File: src/rtl/raid5_top.sv
// RAID-5 controller core: stripes word addresses over three SD cards
// with rotating parity and a word cache in front of the read path.
module raid5_top (
   input  logic        clk,
   input  logic        n_rst,
   input  logic        h_ready,
   input  logic [31:0] ahb_address,
   input  logic [31:0] ahb_cache_in_data,
   output logic        ahb_done,
   output logic [31:0] cache_ahb_out_data,
   output logic        sd_mode,
   output logic        sd_start,
   output logic [31:0] sd_block_no,
   output logic        sd_read_enable,
   output logic        sd_write_enable,
   input  logic [1:0]  sd1_error,
   input  logic [1:0]  sd2_error,
   input  logic [1:0]  sd3_error,
   output logic [31:0] sd1in,
   output logic [31:0] sd2in,
   output logic [31:0] sd3in,
   input  logic [31:0] sd1out,
   input  logic [31:0] sd2out,
   input  logic [31:0] sd3out,
   input  logic        sd_ready,
   output logic [2:0]  cache_mode,
   output logic [31:0] cache_in,
   output logic [31:0] cache_block_no,
   output logic [7:0]  cache_offset,
   input  logic        exists,
   input  logic        full,
   input  logic [31:0] cache_out
);

   typedef enum logic [3:0] {
      S_IDLE, S_LOOK, S_LOOKW, S_CRD, S_CRDW,
      S_RDS, S_RDW, S_RDC, S_EVICT, S_FILL,
      S_WRS, S_WRW, S_WRE, S_DONE
   } state_t;

   localparam logic [2:0] CM_IDLE  = 3'd0;
   localparam logic [2:0] CM_LOOK  = 3'd1;
   localparam logic [2:0] CM_READ  = 3'd2;
   localparam logic [2:0] CM_WRITE = 3'd3;
   localparam logic [2:0] CM_EVICT = 3'd4;

   state_t      state_q, state_d;
   logic [30:0] addr_q, addr_d;
   logic        rd_q, rd_d;
   logic [31:0] wdata_q, wdata_d;
   logic [31:0] oth_q, oth_d;
   logic [31:0] out_q, out_d;

   logic [29:0] stripe;
   logic [1:0]  par, tgt, oth_i;
   logic [31:0] dv [4];
   logic [3:0]  bad;
   logic        multi;
   logic [31:0] tgt_word, oth_word, new_par;
   logic        wr_drive;

   // Stripe layout: parity rotates, remaining cards hold data0/data1
   always_comb begin
      stripe   = addr_q[30:1];
      par      = 2'(stripe % 30'd3);
      tgt      = '0;
      oth_i    = '0;
      if (par == 2'd0) begin
         tgt   = addr_q[0] ? 2'd2 : 2'd1;
         oth_i = addr_q[0] ? 2'd1 : 2'd2;
      end else if (par == 2'd1) begin
         tgt   = addr_q[0] ? 2'd2 : 2'd0;
         oth_i = addr_q[0] ? 2'd0 : 2'd2;
      end else begin
         tgt   = addr_q[0] ? 2'd1 : 2'd0;
         oth_i = addr_q[0] ? 2'd0 : 2'd1;
      end
   end

   // Card words with single-failure reconstruction by XOR of survivors
   always_comb begin
      dv[0]    = sd1out;
      dv[1]    = sd2out;
      dv[2]    = sd3out;
      dv[3]    = '0;
      bad      = {1'b0, |sd3_error, |sd2_error, |sd1_error};
      multi    = (bad[0] & bad[1]) | (bad[0] & bad[2]) | (bad[1] & bad[2]);
      tgt_word = '0;
      oth_word = '0;
      if (!multi) begin
         tgt_word = bad[tgt]   ? (dv[oth_i] ^ dv[par]) : dv[tgt];
         oth_word = bad[oth_i] ? (dv[tgt] ^ dv[par])   : dv[oth_i];
      end
   end

   // State and datapath registers
   always_ff @(posedge clk or negedge n_rst) begin
      if (!n_rst) begin
         state_q <= S_IDLE;
         addr_q  <= '0;
         rd_q    <= 1'b0;
         wdata_q <= '0;
         oth_q   <= '0;
         out_q   <= '0;
      end else begin
         state_q <= state_d;
         addr_q  <= addr_d;
         rd_q    <= rd_d;
         wdata_q <= wdata_d;
         oth_q   <= oth_d;
         out_q   <= out_d;
      end
   end

   // Next-state and Moore outputs
   always_comb begin
      state_d         = state_q;
      addr_d          = addr_q;
      rd_d            = rd_q;
      wdata_d         = wdata_q;
      oth_d           = oth_q;
      out_d           = out_q;
      ahb_done        = 1'b0;
      sd_mode         = 1'b0;
      sd_start        = 1'b0;
      sd_read_enable  = 1'b0;
      sd_write_enable = 1'b0;
      cache_mode      = CM_IDLE;
      cache_in        = '0;
      wr_drive        = 1'b0;
      case (state_q)
         S_IDLE: begin
            if (!h_ready) begin
               addr_d  = ahb_address[30:0];
               rd_d    = ahb_address[31];
               wdata_d = ahb_cache_in_data;
               state_d = ahb_address[31] ? S_LOOK : S_RDS;
            end
         end
         S_LOOK: begin
            cache_mode = CM_LOOK;
            state_d    = S_LOOKW;
         end
         S_LOOKW: begin
            if (rd_q) state_d = exists ? S_CRD : S_RDS;
            else      state_d = exists ? S_FILL : S_DONE;
         end
         S_CRD: begin
            cache_mode = CM_READ;
            state_d    = S_CRDW;
         end
         S_CRDW: begin
            out_d   = cache_out;
            state_d = S_DONE;
         end
         S_RDS: begin
            sd_mode  = 1'b1;
            sd_start = 1'b1;
            state_d  = S_RDW;
         end
         S_RDW: begin
            sd_mode = 1'b1;
            if (sd_ready) state_d = S_RDC;
         end
         S_RDC: begin
            sd_mode        = 1'b1;
            sd_read_enable = 1'b1;
            oth_d          = oth_word;
            if (rd_q) begin
               out_d   = tgt_word;
               state_d = full ? S_EVICT : S_FILL;
            end else begin
               state_d = S_WRS;
            end
         end
         S_EVICT: begin
            cache_mode = CM_EVICT;
            state_d    = S_FILL;
         end
         S_FILL: begin
            cache_mode = CM_WRITE;
            cache_in   = rd_q ? out_q : wdata_q;
            state_d    = S_DONE;
         end
         S_WRS: begin
            sd_start = 1'b1;
            wr_drive = 1'b1;
            state_d  = S_WRW;
         end
         S_WRW: begin
            wr_drive = 1'b1;
            if (sd_ready) state_d = S_WRE;
         end
         S_WRE: begin
            wr_drive        = 1'b1;
            sd_write_enable = 1'b1;
            state_d         = S_LOOK;
         end
         S_DONE: begin
            ahb_done = 1'b1;
            if (h_ready) state_d = S_IDLE;
         end
         default: state_d = S_IDLE;
      endcase
   end

   // Card write data: target gets new data, parity card the new parity
   always_comb begin
      new_par = wdata_q ^ oth_q;
      sd1in   = '0;
      sd2in   = '0;
      sd3in   = '0;
      if (wr_drive) begin
         sd1in = (tgt == 2'd0) ? wdata_q : (par == 2'd0) ? new_par : oth_q;
         sd2in = (tgt == 2'd1) ? wdata_q : (par == 2'd1) ? new_par : oth_q;
         sd3in = (tgt == 2'd2) ? wdata_q : (par == 2'd2) ? new_par : oth_q;
      end
   end

   // Address fields toward the cache and the cards
   always_comb begin
      cache_ahb_out_data = out_q;
      sd_block_no        = {2'b0, addr_q[30:1]};
      cache_block_no     = '0;
      cache_offset       = '0;
      if (cache_mode != CM_IDLE) begin
         cache_block_no = {8'b0, addr_q[30:7]};
         cache_offset   = {1'b0, addr_q[6:0]};
      end
   end

endmodule

File: config.mk
export PLATFORM = sky130hd
export DESIGN_NAME = raid5_top
export DESIGN_NICKNAME = d
export VERILOG_FILES = /design/src/rtl/raid5_top.sv
export SDC_FILE = /design/constraint.sdc
export NUM_CORES = 1
export LEC_CHECK = 0
export BUFFER_PORTS_ARGS = -buffer_cell sky130_fd_sc_hd__buf_2
export CORE_MARGIN = 2
export CORE_UTILIZATION = 35
export DETAILED_ROUTE_END_ITERATION = 8
export PLACE_DENSITY = 0.61
export SLEW_MARGIN = 20
export SYNTH_ARGS = -nofsm -noshare
export SYNTH_HDL_FRONTEND = slang
export SYNTH_SLANG_ARGS = --single-unit
File: constraint.sdc
create_clock -name clk -period 17.2 [get_ports clk]
set_input_delay 3.44 -clock clk [delete_from_list [all_inputs] [get_ports clk]]
set_output_delay 3.44 -clock clk [all_outputs]
set_load 0.005 [all_outputs]
==> run metrics <==
CORE AREA 49,900 um^2; part of the cycle the worst path needs 0.935; Distinct cells, synth 89; CTS Buf Count 17; Final Max Slew Viols 0; commonest cells after routing, fill and taps aside 431 x buf_2, 314 x nand2_1, 179 x o21ai_0, 171 x mux2i_1, 149 x nor2_1; DP HPWL around 52,000 um; asr flop ratio synth 1.00; fin area 20,300 um^2; DRT antenna net count 0; Yosys reg bits about 130; Setup WS pre-CTS 1.28 ns; commonest non-fill, non-tap cell in the layout buf_2; WS Path Type reg -> out; sequential cell area around 3300 um^2; Syn Inst Count about 2,400; first-pass GRT wire length 115,000 um; root buffer cell clkbuf_16; routed len/inst 23.2 um; CP Capture Type output port; dpl cell area 19,600 um^2; register area share after synthesis 0.188; Initial Util 0.353; EDFF count, synth 0; mapped cell area 17,600 um^2; largest net degree at the start of global routing 78; Die W about 230 um; fmax 62.2 MHz; syn_area_per_cell 7.19 um^2; footprint of the multi-input gates 13,000 um^2; critical path startpoint category flop; DR vias/cell around 6; Finish-stage setup viols 0; Final #Nets 2,829; # clock sinks around 130; MaxCap Viol Count 0; worst setup margin 1.12 ns; IO Port Bufs between 400 and 500; final worst path period need 16.08 ns; setup tns final 0 ns; drt total wl 77,200 um; I/O pins 444; Synth top area share 0.188; WP data arrival around 13 ns; Chip Height 228 um; Final Hold Violating Endpoints 0; ys flop type dfrtp_1; Critical-path top delay cell and2_2; CP Max Fanout 35; Max Root-Sink Buffers 2; CTS tree built; min-delay worst type reg -> reg; Worst-Margin Slew roughly 1.1 ns; row count 82; Req. time, crit path 13.76 ns; H-tree levels 4; number of global-route vias before repair around 19,000; total gr overflow 0; YS warnings 0; gpl congestion 0.922; Worst-path clk slew 0.06 ns; ranking of synthesized cells by area dfrtp_1 19%, mux2i_1 9.8%, nand2_1 6.9%; Hold Buf Count CTS 0; RSZ-0062 raised after global routing no; drt pass-1 iters 6; final hold slack 0.603 ns; Residual DRC 0; via count roughly 20,000; clock skew 0.0130 ns; layout cells sized above 1 0.246; slowest stage delay, CP 0.82 ns; Layout Area Growth over Synthesis 15.3%; status finished, final reports clean; Tot GR Track Use 0.282; relative slew slack 0.271; Clock Latency Late Sink 0.50 ns; initial antenna violation count 15; area leader, netlist dfrtp_1; die area 52,100 um^2; fillers approximately 5,200; Starting DRT DRC Count between 2,000 and 2,500
-- synthesized netlist by cell type, drive strengths merged, types with 9 or more instances --
| cell type | instances |
|---|---|
| o211ai | 99 |
| a211oi | 77 |
| xor2 | 38 |
| mux2i | 174 |
| nand2 | 322 |
| nand3 | 56 |
| nand2b | 48 |
| and3 | 44 |
| o21ai | 247 |
| inv | 14 |
| clkbuf | 216 |
| nor3 | 52 |
| a311o | 33 |
| dfrtp | 132 |
| buf | 104 |
| a21oi | 127 |
| nor2 | 149 |
| o22ai | 69 |
| and2 | 40 |
| or3 | 9 |
| nor2b | 13 |
| nor3b | 33 |
| a21boi | 34 |
| a32oi | 66 |
| mux2 | 101 |
-- flip-flops by register name, summed over array words and instances, names as in the netlist --
signal              cells
rd_q                    1
oth_q                  32
addr_q                 31
state_q                 4
wdata_q                32
cache_ahb_out_data     32
-- path summary, 6_finish.rpt --
path | end | slack, ns | cells past startpoint | from
worst max-delay path | sd2in[1] | 1.12 | 39 | addr_q[26]$_DFFE_PN0P_
worst min-delay path | cache_ahb_out_data[14]$_DFFE_PN0P_ | 0.60 | 2 | cache_ahb_out_data[14]$_DFFE_PN0P_
worst max register to register | oth_q[29]$_DFFE_PN0P_ | 3.57 | 39 | addr_q[26]$_DFFE_PN0P_
worst min register to register | cache_ahb_out_data[14]$_DFFE_PN0P_ | 0.60 | 2 | cache_ahb_out_data[14]$_DFFE_PN0P_
max in group asynchronous | rd_q$_DFFE_PN0P_ | 12.70 | 2 | n_rst
min in group asynchronous | wdata_q[8]$_DFFE_PN0P_ | 3.02 | 1 | n_rst
-- logic make-up (layout without fill, tap and decap cells) --
kind of cell | count (synthesis) | after routing | synth area share
other | 1 | 22 | 0.000213
xor gates and xnor gates | 46 | 46 | 0.0229
and+or+nand+nor | 815 | 815 | 0.223
AOI/OAI and AO/OA | 841 | 841 | 0.317
muxes | 275 | 275 | 0.165
DFF | 132 | 132 | 0.188
adders and majority gates | 2 | 2 | 0.00142
buffers and inverters | 336 | 514 | 0.0837
-- stage by stage --
step	util	std cells
floorplan	-	2458
global placement	0.393	3269
detailed placement	0.393	3269
CTS	0.405	3301
global route	0.407	3315
finish	0.407	3319
-- worst max-delay path, delay by kind of cell (launching register included) --
| kind | cells | cell delay [ns] |
|---|---|---|
| AOI/OAI and AO/OA | 13 | 3.39 |
| xor gates and xnor gates | 1 | 0.20 |
| adders and majority gates | 2 | 0.45 |
| buffers and inverters | 7 | 1.45 |
| DFF | 1 | 0.62 |
| muxes | 2 | 0.51 |
| and+or+nand+nor | 14 | 5.44 |
-- layout make-up --
type,count,share of cell area
Antenna cell,11,0.00136
Clock buffer,18,0.0217
Clock inverter,14,0.00673
Inverter,16,0.00308
Tap cell,672,0.0415
Timing Repair Buffer,466,0.120
Multi-Input combinational cell,1990,0.642
Sequential cell,132,0.163
-- per-layer routing --
layer / global-route usage / routed length [um] / vias up
met5: 0 / 24 / -
li1: - / - / 9404
met4: 0.122 / 2720 / 4
met2: 0.451 / 35100 / 1030
met3: 0.0469 / 5820 / 144
met1: 0.376 / 33500 / 9893
-- repair_timing --
item	4_1_cts	5_1_grt
endpoints found under the setup margin	0	54
setup buffers	0	6
gates resized for setup	0	1
Power is not shown: default switching activity piles up to over one toggle a cycle in this logic, so the estimate is an artifact.
